### config.mk
export PLATFORM = sky130hd
export DESIGN_NAME = cpu_register_file
export DESIGN_NICKNAME = d
export VERILOG_FILES = /design/src/rtl/cpu_pkg.sv /design/src/rtl/pair_inc_dec.sv /design/src/rtl/cpu_register_file.sv
export SDC_FILE = /design/constraint.sdc
export NUM_CORES = 1
export LEC_CHECK = 0
export CAP_MARGIN = 20
export CORE_ASPECT_RATIO = 1.4
export CORE_UTILIZATION = 43
export CTS_CLUSTER_SIZE = 16
export DETAILED_ROUTE_END_ITERATION = 10
export PLACE_DENSITY = 0.77
export SYNTH_ARGS = -nofsm -noshare
export SYNTH_HDL_FRONTEND = slang
export SYNTH_SLANG_ARGS = --single-unit
### constraint.sdc
create_clock -name i_Clk -period 5.95 [get_ports i_Clk]
set_input_delay 1.19 -clock i_Clk [delete_from_list [all_inputs] [get_ports i_Clk]]
set_output_delay 1.19 -clock i_Clk [all_outputs]
set_load 0.05 [all_outputs]
### src/rtl/cpu_pkg.sv
// Shared CPU constants: SM83 register byte/pair indices, inc/dec op encodings
// and flag bit positions within the flag nibble.
package cpu_pkg;

  localparam int unsigned REG_B = 0;
  localparam int unsigned REG_C = 1;
  localparam int unsigned REG_D = 2;
  localparam int unsigned REG_E = 3;
  localparam int unsigned REG_H = 4;
  localparam int unsigned REG_L = 5;
  localparam int unsigned REG_A = 6;
  localparam int unsigned REG_F = 7;

  localparam int unsigned PAIR_BC = 0;
  localparam int unsigned PAIR_DE = 1;
  localparam int unsigned PAIR_HL = 2;
  localparam int unsigned PAIR_AF = 3;

  localparam logic [1:0] IDOP_NONE = 2'b00;
  localparam logic [1:0] IDOP_INC  = 2'b01;
  localparam logic [1:0] IDOP_DEC  = 2'b10;

  // Positions within the {Z,N,H,C} nibble
  localparam int unsigned FLAG_Z = 3;
  localparam int unsigned FLAG_N = 2;
  localparam int unsigned FLAG_H = 1;
  localparam int unsigned FLAG_C = 0;

endpackage

### src/rtl/pair_inc_dec.sv
// Combinational pair increment/decrement, wrapping modulo 2^Width.
// Shared with the SP/PC unit.
module pair_inc_dec
  import cpu_pkg::*;
#(
  parameter int unsigned Width = 16
) (
  input  logic [Width-1:0] value_i,
  input  logic [1:0]       op_i,
  output logic [Width-1:0] result_o
);

  always_comb begin
    result_o = value_i;
    case (op_i)
      IDOP_INC: result_o = value_i + Width'(1);
      IDOP_DEC: result_o = value_i - Width'(1);
      default:  result_o = value_i;
    endcase
  end

endmodule

### src/rtl/cpu_register_file.sv
// SM83-style register file: byte/pair reads, byte/pair writes, pair inc/dec and
// flag nibble writes, with per-byte priority pair > inc/dec > byte > flag.
module cpu_register_file
  import cpu_pkg::*;
#(
  parameter int unsigned                        REG_WIDTH   = 8,
  parameter int unsigned                        NUM_PAIRS   = 4,
  parameter int unsigned                        FLAG_IDX    = 7,
  parameter logic [REG_WIDTH-1:0]               FLAG_MASK   = 8'hF0,
  parameter logic [2*NUM_PAIRS*REG_WIDTH-1:0]   INIT_VALUES = 64'h0013_00D8_014D_01B0,
  localparam int unsigned                       SW          = $clog2(2 * NUM_PAIRS),
  localparam int unsigned                       PW          = $clog2(NUM_PAIRS)
) (
  input  logic                   i_Clk,
  input  logic                   i_Reset,
  input  logic                   i_Enable,
  input  logic [SW-1:0]          i_RdSelA,
  output logic [REG_WIDTH-1:0]   o_RdDataA,
  input  logic [SW-1:0]          i_RdSelB,
  output logic [REG_WIDTH-1:0]   o_RdDataB,
  input  logic [PW-1:0]          i_PairSel,
  output logic [2*REG_WIDTH-1:0] o_PairData,
  input  logic                   i_Write8,
  input  logic [SW-1:0]          i_WrSel8,
  input  logic [REG_WIDTH-1:0]   i_WrData8,
  input  logic                   i_Write16,
  input  logic [PW-1:0]          i_WrPair16,
  input  logic [2*REG_WIDTH-1:0] i_WrData16,
  input  logic [1:0]             i_IdOp,
  input  logic [PW-1:0]          i_IdPair,
  input  logic                   i_FlagWrite,
  input  logic [3:0]             i_FlagData,
  output logic [3:0]             o_Flags
);

  localparam int unsigned NB    = 2 * NUM_PAIRS;
  localparam int unsigned PairW = 2 * REG_WIDTH;

  logic [REG_WIDTH-1:0] regs_q [NB];
  logic [REG_WIDTH-1:0] regs_d [NB];
  logic [PairW-1:0]     id_pair_val;
  logic [PairW-1:0]     id_result;
  logic                 id_active;

  // Reads: combinational, out-of-range selects return zero
  always_comb begin
    o_RdDataA   = '0;
    o_RdDataB   = '0;
    o_PairData  = '0;
    id_pair_val = '0;
    if (32'(i_RdSelA) < NB) o_RdDataA = regs_q[i_RdSelA];
    if (32'(i_RdSelB) < NB) o_RdDataB = regs_q[i_RdSelB];
    if (32'(i_PairSel) < NUM_PAIRS) begin
      o_PairData = {regs_q[{i_PairSel, 1'b0}], regs_q[{i_PairSel, 1'b1}]};
    end
    if (32'(i_IdPair) < NUM_PAIRS) begin
      id_pair_val = {regs_q[{i_IdPair, 1'b0}], regs_q[{i_IdPair, 1'b1}]};
    end
  end

  assign o_Flags   = regs_q[SW'(FLAG_IDX)][REG_WIDTH-1 -: 4];
  assign id_active = (i_IdOp == IDOP_INC) || (i_IdOp == IDOP_DEC);

  pair_inc_dec #(
    .Width (PairW)
  ) u_pair_inc_dec (
    .value_i  (id_pair_val),
    .op_i     (i_IdOp),
    .result_o (id_result)
  );

  // Lowest-priority source first so later assignments override per byte
  always_comb begin
    for (int unsigned i = 0; i < NB; i++) begin
      regs_d[i] = regs_q[i];
      if (i_FlagWrite && (i == FLAG_IDX)) begin
        regs_d[i][REG_WIDTH-1 -: 4] = i_FlagData;
      end
      if (i_Write8 && (32'(i_WrSel8) == i)) begin
        regs_d[i] = i_WrData8;
      end
      if (id_active && (32'(i_IdPair) == i / 2)) begin
        regs_d[i] = (i % 2 == 0) ? id_result[PairW-1 -: REG_WIDTH] : id_result[REG_WIDTH-1:0];
      end
      if (i_Write16 && (32'(i_WrPair16) == i / 2)) begin
        regs_d[i] = (i % 2 == 0) ? i_WrData16[PairW-1 -: REG_WIDTH] : i_WrData16[REG_WIDTH-1:0];
      end
      if (i == FLAG_IDX) begin
        regs_d[i] = regs_d[i] & FLAG_MASK;
      end
    end
  end

  always_ff @(posedge i_Clk) begin
    if (i_Reset) begin
      for (int unsigned i = 0; i < NB; i++) begin
        regs_q[i] <= INIT_VALUES[(NB-1-i)*REG_WIDTH +: REG_WIDTH]
                     & ((i == FLAG_IDX) ? FLAG_MASK : {REG_WIDTH{1'b1}});
      end
    end else if (i_Enable) begin
      for (int unsigned i = 0; i < NB; i++) begin
        regs_q[i] <= regs_d[i];
      end
    end
  end

endmodule

Word-level counts from Yosys, hierarchy flattened:

Memories as Yosys holds them, arrays and structs flattened.
Index checks and enable logic that the tools add are counted.

* memories: 1
* flip-flop bits (word level): 0
* word-level logic and storage cells: 99
* output and inout bits: 36
* input bits: 51
* RAM bits: 64

Memories
* regs_q: words 8, bits a word 8, rd ports 7, clocked after memory_dff 0, wr ports 8, line cpu_register_file.sv:39 `logic [REG_WIDTH-1:0] regs_q [NB];`

* reductions and logical operators: 27
* bitwise logic cells: 8
* eq/ne operators: 22
* $add $sub $neg: 2
* mux-type cells: 39

Operators with widths (count)
* 8-bit 2-to-1 mux: 32
* 16-bit case mux with 2 select lines: 1
* 3-bit != test, second input constant: 7
* 16-bit by 1-bit adder with 16-bit output, second input constant: 1
* 1-bit logical AND: 16
* 16-bit by 1-bit subtractor with 16-bit output, second input constant: 1
* 2-bit AND reduction: 7
* 3-bit equality test, second input constant: 4
* 2-bit equality test, second input constant: 5
* 1-bit OR: 8
* 2-bit by 1-bit equality test with 1-bit output, second input constant: 3
* 3-bit by 2-bit equality test with 1-bit output, second input constant: 2
* 1-bit 2-to-1 mux: 5
* 2-bit logical NOT: 2
* 4-bit 2-to-1 mux: 1
* 3-bit by 1-bit equality test with 1-bit output, second input constant: 1
* 3-bit logical NOT: 1
* 1-bit logical OR: 1

Longest topological paths before layout:

Gate-level depths: netlist (run 1).

* depth after elaboration: 6
* mapped depth: 15
* mapped depth without buffers: 12

Cells and area by module:

A second synthesis (run 1) with hierarchy kept.

* cells, all modules: 635
* area, all modules: 6256.0 µm²

By module, submodules not included
* cpu_register_file: area each 5041.1 µm², cells each 451, times used 1
* pair_inc_dec: area each 1214.9 µm², cells each 184, times used 1

Worst setup path before layout (run 1):

Ideal clock, no wire load.

* path type: input to register
* start: input i_IdPair[0]
* end: memory regs_q[4][7], data pin
* required time: 5.797 ns
* path slack: 1.345 ns
* arrival: 4.452 ns
* setup time: 0.153 ns
* cell stages on the path: 14
* cell sequence: buf_6 buf_2 buf_1 mux4_2 ha_1 a21o_1 a21oi_1 nor2_1 a21oi_1 nor2b_1 o41ai_1 mux2i_1 a41oi_1 o22ai_1

RTL lines
* from (decl): line cpu_register_file.sv:30 `input logic [PW-1:0] i_IdPair,`
* to (decl): line cpu_register_file.sv:39

Worst setup path after layout (run 1):

* start: input i_RdSelA[0]
* end: output o_RdDataA[2]

* cells in the longest elaborated chain, start to end: 1

Ends and longest elaborated chain
* from (decl): line cpu_register_file.sv:17 `input logic [SW-1:0] i_RdSelA,`
* memory read 8 x 8 bit
* to (decl): line cpu_register_file.sv:18 `output logic [REG_WIDTH-1:0] o_RdDataA,`

No other way between the ends.

==> results of run 1 <==
## final cells by class
cell class	instances	area share [%]
timing repair buffer	102	13.0
clock buffer	9	2.99
sequential	60	23.9
tap	185	3.07
clock inverter	7	1.01
multi-input combinational	545	55.6
inverter	8	0.399
## critical path, delay by kind of cell
family	cells	cell delay (ps)
AO/OA/AOI/OAI	1	100
buffers and inverters	2	1760
multiplexers	1	210
AND/OR/NAND/NOR	2	490
## cells by family (layout without fill, tap and decap cells)
logic type	count (synthesis)	count (layout)	share of synthesized area [%]
buffers and inverters	62	126	4.03
XOR/XNOR	16	16	2.49
AO/OA/AOI/OAI	202	202	21.0
multiplexers	89	89	24.3
flip-flops	60	60	28.9
adder cells (fa/ha/maj)	11	11	2.33
AND/OR/NAND/NOR	227	227	17.0
## cells in the mapped netlist (all sizes together), types with 3 or more instances
library cell  instances  area, µm²
clkbuf               40        150
or2                   7       43.8
nand2b                8       50.1
a41oi                 4       35.0
mux2i                23        230
and2                  7       43.8
inv                   7       26.3
o21a                  5       37.5
a21oi                44        220
nand3                21        105
xnor2                11        111
xor2                  5       43.8
a211oi               10       87.6
a32oi                 3       26.3
mux2                 18        206
buf                  14       71.3
and3                  4       25.0
nand2                79        297
edfxtp               60       1800
nor3                 11       55.1
ha                   10        125
nand4                 3       18.8
o21ai                71        359
o221ai                5       50.0
nor2                 60        225
or3                   4       25.0
o22ai                 7       50.1
mux4                 48       1080
a221oi                3       26.3
a311oi                3       26.3
o32ai                 3       26.3
o41ai                 4       35.0
o211ai               12       95.1
a31oi                12       90.1
o31ai                 4       35.0
nor3b                 4       30.0
nor2b                10       62.6
## through the flow
step	hold WS (ps)	cells	setup WS, ps	power (mW)	instance area [µm²]
final	1180	916	994	1.74	7530
after global routing	1230	916	843	1.79	7530
after CTS	1160	916	1050	1.72	7530
after detailed placement	1160	900	796	1.20	7230
after global placement	1100	900	903	1.19	7230
after floorplan	912	667	1350	0.969	6240
## power by group
part	internal [mW]	total (mW)	switching, mW
Combinational	0.252	0.668	0.417
Clock	0.326	0.532	0.206
Sequential	0.500	0.544	0.0434
## per-layer routing
metal / routed length, µm / vias to the layer above / part of all wire [%] / global-route usage (%)
met1: 8380 / 2991 / 35 / 39.3
li1: - / 2710 / - / -
met5: 0 / - / 0 / 0
met4: 1450 / 0 / 6.0 / 20.4
met2: 11400 / 501 / 48 / 53.4
met3: 2710 / 87 / 11 / 5.86
## final timing paths
path	startpoint	to	slack, ps	depth (start not counted)
worst max-delay path	i_RdSelA[0]	o_RdDataA[2]	990	6
worst min-delay path	regs_q[3][0]$_SDFFCE_PN0P_	regs_q[5][0]$_SDFFCE_PN1P_	1180	4
worst max register to register	regs_q[7][5]$_SDFFCE_PP1P_	regs_q[0][5]$_SDFFCE_PN0P_	2220	11
worst min register to register	regs_q[3][0]$_SDFFCE_PN0P_	regs_q[5][0]$_SDFFCE_PN1P_	1180	4
==> results.md, run 1 <==
* Leakage dissipation at 2.58 nW
* Critical Path Most Common Cell: clkdlybuf4s50_1
* Resized cells post-CTS at 0
* Worst Path Arrival at 3770 ps
* Biggest register: regs_q
* Routed wire per std cell at around 26 µm
* Vias/cell at 6.87
* Syn_nets at 729
* Setup TNS at 0 ps
* Number of synthesized flops with an enable pin at 60
* Final Critical Period at 4960 ps
* # DRC at 0
* Die H at around 140 µm
* Hold Crit Class: reg2reg
* Die ar. at 15000 µm²
* PD cells at ~230 nW/µm²
* Ratio of cells with drive above 1 in the final layout at 16.0%
* Data required time of the critical path at 4760 ps
* Cells after Synth at approximately 670
* VDD IR max at slightly above 0.0002 V
* Total length of routed wires at around 24 mm
* Detailed placement HPWL at approximately 18 mm
* Hold-fix buffers, CTS at 0
* DR iter-0 viols at roughly 910
* All-Layer GR Usage at about a third
* # Post-CTS Setup Buffers at 0
* CTS root buffer: clkbuf_16
* Number of port buffers at 86
* Biggest registers after layout: regs_q x60
* Final worst-path cycle share at between 80% and 90%
* Register bit count reported by yosys at 60
* Yosys Warn Count at 0
* Crit path cell chain: clkdlybuf4s50_1 -> nor2b_1 -> nand2_1 -> o21ai_0 -> mux2_2 -> clkdlybuf4s50_1
* Largest net degree at the start of global routing at 24
* N_diodes at 0
* GRT overflow at 0
* H-tree Lvls at 3
* CP Capture Type: primary output
* Fmax at 202 MHz
* Top FF cell, synth: edfxtp_1
* Worst path slowest cell: clkdlybuf4s50_1
* Post-Syn Area at ~6200 µm²
* Slew @ Worst Pin at 899 ps
* Crit Path Max Fanout at 17
* Die Width at 104 µm
* Slew Limit Headroom at roughly two fifths
* Critical path class: in2out
* RSZ-0062 raised after global routing: no
* Insertion delay to the later sink of the worst-skew pair at approximately 340 ps
* Initial core utilization at ~44%
* Post-synth ARST share at 0%
* CP startpoint kind: input pin
* Area Growth Syn to Fin at 20.7%
* Commonest cells after routing, fill and taps aside: clkdlybuf4s50_1, nand2_1, o21ai_0
* Clock slew at reported path FFs at approximately 60 ps
* Num ports at 87
* Final Util at between 50% and 60%
* Number of global-route vias before repair at between 6000 and 7000
* Register area share after synthesis at a little under 30%
* Core Area at 14000 µm²
* Fill count at roughly 1300
* Skew final at ~11 ps
* CTS buffer count at 9
* Final Max Slew Viols at 0
* First drt pass iteration count at 6
* Initial antenna violation count at 0
* Via count at 6289
* Max-cap violations at 0
* Max reg flops at 60
* CTS tree: yes
* Most common cell after layout, fill and taps aside: clkdlybuf4s50_1
* Endpoints failing setup at 0
* Nets at just under 800
* Max incr delay on CP at about 970 ps
* Row cnt at 51
* Number of buffers on the longest clock path at 2
* Final Hold Fails at 0
* First-pass GRT wire length at 36.3 mm
* Sequential Area at between 1500 and 2000 µm²
* Clock sink count at 60
* Routability Congestion at around 0.96
* Status: completed
* Syn avg cell area at around 9.4 µm²
* Area of the multi-input gates at ~4200 µm²
* Post-route ant nets at 0
* Netlist cell types at 67
Power figures use the tool's default switching activity.
==> inputs of run 2 (changes only) <==
Clock period 5.95 ns to 4.73 ns, I/O delays scaled along.
==> run 2 against run 1 <==
Net effect: first-iteration DRC count decreased by 17%; clock skew rose by 1.8 ps; worst setup slack worse by 630 ps; clock power grew 18%; design area is 1.3% higher; flip-flop and latch count unchanged; highest routed layer unchanged; largest power group unchanged; global-route usage shrank 0.89 points; critical path depth up 8; wire length down 1.5%; non-clock buffer count rose by 18; combinational power up 31%.
==> results.md, run 2 (synthesized netlist as in run 1, its figures left out) <==
* Status: completed (unchanged)
* Skew final at 12.5 ps (was 10.7 ps)
* Ratio of cells with drive above 1 in the final layout at 20.0% (was 16.0%)
* Hold Crit Class: reg2reg (unchanged)
* Biggest register: regs_q (unchanged)
* Clock sink count at 60 (unchanged)
* First-pass GRT wire length at 35.5 mm (was 36.3 mm)
* Worst setup path startpoint: i_IdPair[0] (was i_RdSelA[0])
* Number of port buffers at 86 (unchanged)
* Clock slew at reported path FFs at 50 ps (was 60 ps)
* Critical path class: in2reg (was in2out)
* Final Max Slew Viols at 0 (unchanged)
* Clock network power share at 28.9% (was 30.5%)
* DR iter-0 viols at 759 (was 909)
* All-Layer GR Usage at 31.4% (was 32.3%)
* Logic pwr share at 40.0% (was 38.3%)
* Area Growth Syn to Fin at 22.3% (was 20.7%)
* Initial core utilization at 44.5% (unchanged)
* Pre-CTS setup slack at 107 ps (was 796 ps)
* Commonest cells after routing, fill and taps aside: nand2_1, clkdlybuf4s50_1, o21ai_0 (was clkdlybuf4s50_1, nand2_1, o21ai_0)
* Die Width at 104 µm (unchanged)
* Data required time of the critical path at 4730 ps (was 4760 ps)
* Number of global-route vias before repair at 6146 (was 6176)
* Placed inst area at 7350 µm² (was 7230 µm²)
* Detailed placement HPWL at 18.2 mm (about the same)
* # Post-CTS Setup Buffers at 0 (unchanged)
* VDD IR max at 0.000182 V (was 0.000203 V)
* Total length of routed wires at 23.6 mm (was 24.0 mm)
* Area of the multi-input gates at 4190 µm² (unchanged)
* R2R depth at 11 (unchanged)
* Largest net degree at the start of global routing at 27 (was 24)
* Number of buffers on the longest clock path at 2 (unchanged)
* Final worst-path cycle share at around 92%
* N_diodes at 0 (unchanged)
* Row cnt at 51 (unchanged)
* First drt pass iteration count at 7 (was 6)
* Source of the worst hold timing path: regs_q[3][0]$_SDFFCE_PN0P_ (unchanged)
* Via count at 6371 (was 6289)
* Routed wire per std cell at 25.3 µm (was 26.2 µm)
* Core Area at 14000 µm² (unchanged)
* P_int at 1.37 mW (was 1.08 mW)
* Post-route ant nets at 0 (unchanged)
* Max reg flops at 60 (unchanged)
* Most common cell after layout, fill and taps aside: nand2_1 (was clkdlybuf4s50_1)
* RSZ-0062 raised after global routing: no (unchanged)
* Slew @ Worst Pin at 797 ps (was 899 ps)
* Die ar. at 15000 µm² (unchanged)
* Final worst slack at 369 ps (was 994 ps)
* Worst Path Arrival at 4360 ps (was 3770 ps)
* Insertion delay to the later sink of the worst-skew pair at 330 ps (was 340 ps)
* Slew Limit Headroom at 46.7% (was 40.0%)
* Endpoints failing setup at 0 (unchanged)
* R2R Setup Slk at 1280 ps (was 2220 ps)
* Hold-fix buffers, CTS at 0 (unchanged)
* Max-cap violations at 0 (unchanged)
* Crit Path Max Fanout at 14 (was 17)
* GRT overflow at 0 (unchanged)
* Switching power at 0.814 mW (was 0.666 mW)
* H-tree Lvls at 3 (unchanged)
* Final Critical Period at between 4000 and 5000 ps
* Die H at 145 µm (unchanged)
* Sequential share of power at 31.1% (was 31.2%)
* Hold-critical path depth at 5 (was 4)
* Fmax at between 200 and 250 MHz
* Initial antenna violation count at 0 (unchanged)
* Leakage dissipation at 2.70 nW (was 2.58 nW)
* Resized cells post-CTS at 0 (unchanged)
* CTS root buffer: clkbuf_16 (unchanged)
* # DRC at 0 (unchanged)
* Routability Congestion at 1.05 (was 0.958)
* Num ports at 87 (unchanged)
* Vias/cell at 6.82 (was 6.87)
* PD cells at 286 nW/µm² (was 231 nW/µm²)
* Hold path endpoint: regs_q[3][0]$_SDFFCE_PN0P_ (was regs_q[5][0]$_SDFFCE_PN1P_)
* Sequential Area at 1800 µm² (unchanged)
* Fill count at 1257 (was 1277)
* CTS buffer count at 9 (unchanged)
* RR Endpoint: regs_q[2][7]$_SDFFCE_PN0P_ (was regs_q[0][5]$_SDFFCE_PN0P_)
* Sw Share at 37.3% (was 38.2%)
* CP Capture Type: register (was primary output)
* Biggest registers after layout: regs_q x60 (unchanged)
* Final cell area excluding filler cells at 7640 µm² (was 7530 µm²)
* Final Hold Fails at 0 (unchanged)
* Worst reg2reg path startpoint: regs_q[7][5]$_SDFFCE_PP1P_ (unchanged)
* Nets at 806 (was 788)
* Setup TNS at 0 ps (unchanged)
* CP startpoint kind: input pin (unchanged)
* CTS tree: yes (unchanged)
run 2: final cells by class:
| cell class | count | area share, % |
|---|---|---|
| multi-input cells | 545 | 54.9 |
| flip-flops and latches | 60 | 23.6 |
| repair buffers | 120 | 14.4 |
| clock buffers | 11 | 3.05 |
| well taps | 185 | 3.03 |
| clock inverters | 5 | 0.688 |
| inverters | 8 | 0.393 |
run 2: how the worst max path moves through the flow:
stage | end | slack, ps
after global routing | regs_q[5][3]$_SDFFCE_PN1P_ | 210
after floorplan | regs_q[4][7]$_SDFFCE_PN0P_ | 370
after detailed placement | regs_q[2][7]$_SDFFCE_PN0P_ | 110
after CTS | regs_q[5][3]$_SDFFCE_PN1P_ | 420
after global placement | regs_q[0][7]$_SDFFCE_PN0P_ | 160
final | regs_q[5][3]$_SDFFCE_PN1P_ | 370
run 2: critical path, cell delays in order:
cell             delay [ps]
clkdlybuf4s50_1         650
buf_12                  200
nor2b_1                 370
a21oi_1                 190
inv_1                    90
ha_1                    230
a21oi_1                 240
buf_4                   190
nor2_1                   40
a311oi_1                300
xnor2_1                 290
nor2_1                  150
a221oi_1                280
o21ai_0                 180
run 2: metrics by stage:
step	utilization (%)	hold WS, ps	power, mW	instances
after floorplan	-	912	1.22	667
after global placement	52.4	1120	1.52	918
after detailed placement	52.4	1140	1.54	918
after CTS	54.4	1150	2.16	934
after global routing	54.4	1180	2.24	934
final	54.4	1160	2.18	934
run 2: power groups by stage:
stage / Combinational [mW] / Sequential [mW] / Clock (mW)
global route: 0.915 / 0.680 / 0.647
floorplan: 0.548 / 0.670 / 0
finish: 0.873 / 0.680 / 0.630
global placement: 0.842 / 0.681 / 0
CTS: 0.859 / 0.675 / 0.626
detailed placement: 0.854 / 0.686 / 0
run 2: metal layers:
layer | share of wire [%] | wire length (µm) | GRT usage [%]
met1 | 34 | 8060 | 38.3
met2 | 48 | 11300 | 53.6
met3 | 12 | 2870 | 5.50
met4 | 5.7 | 1340 | 16.2
met5 | 0 | 0 | 0
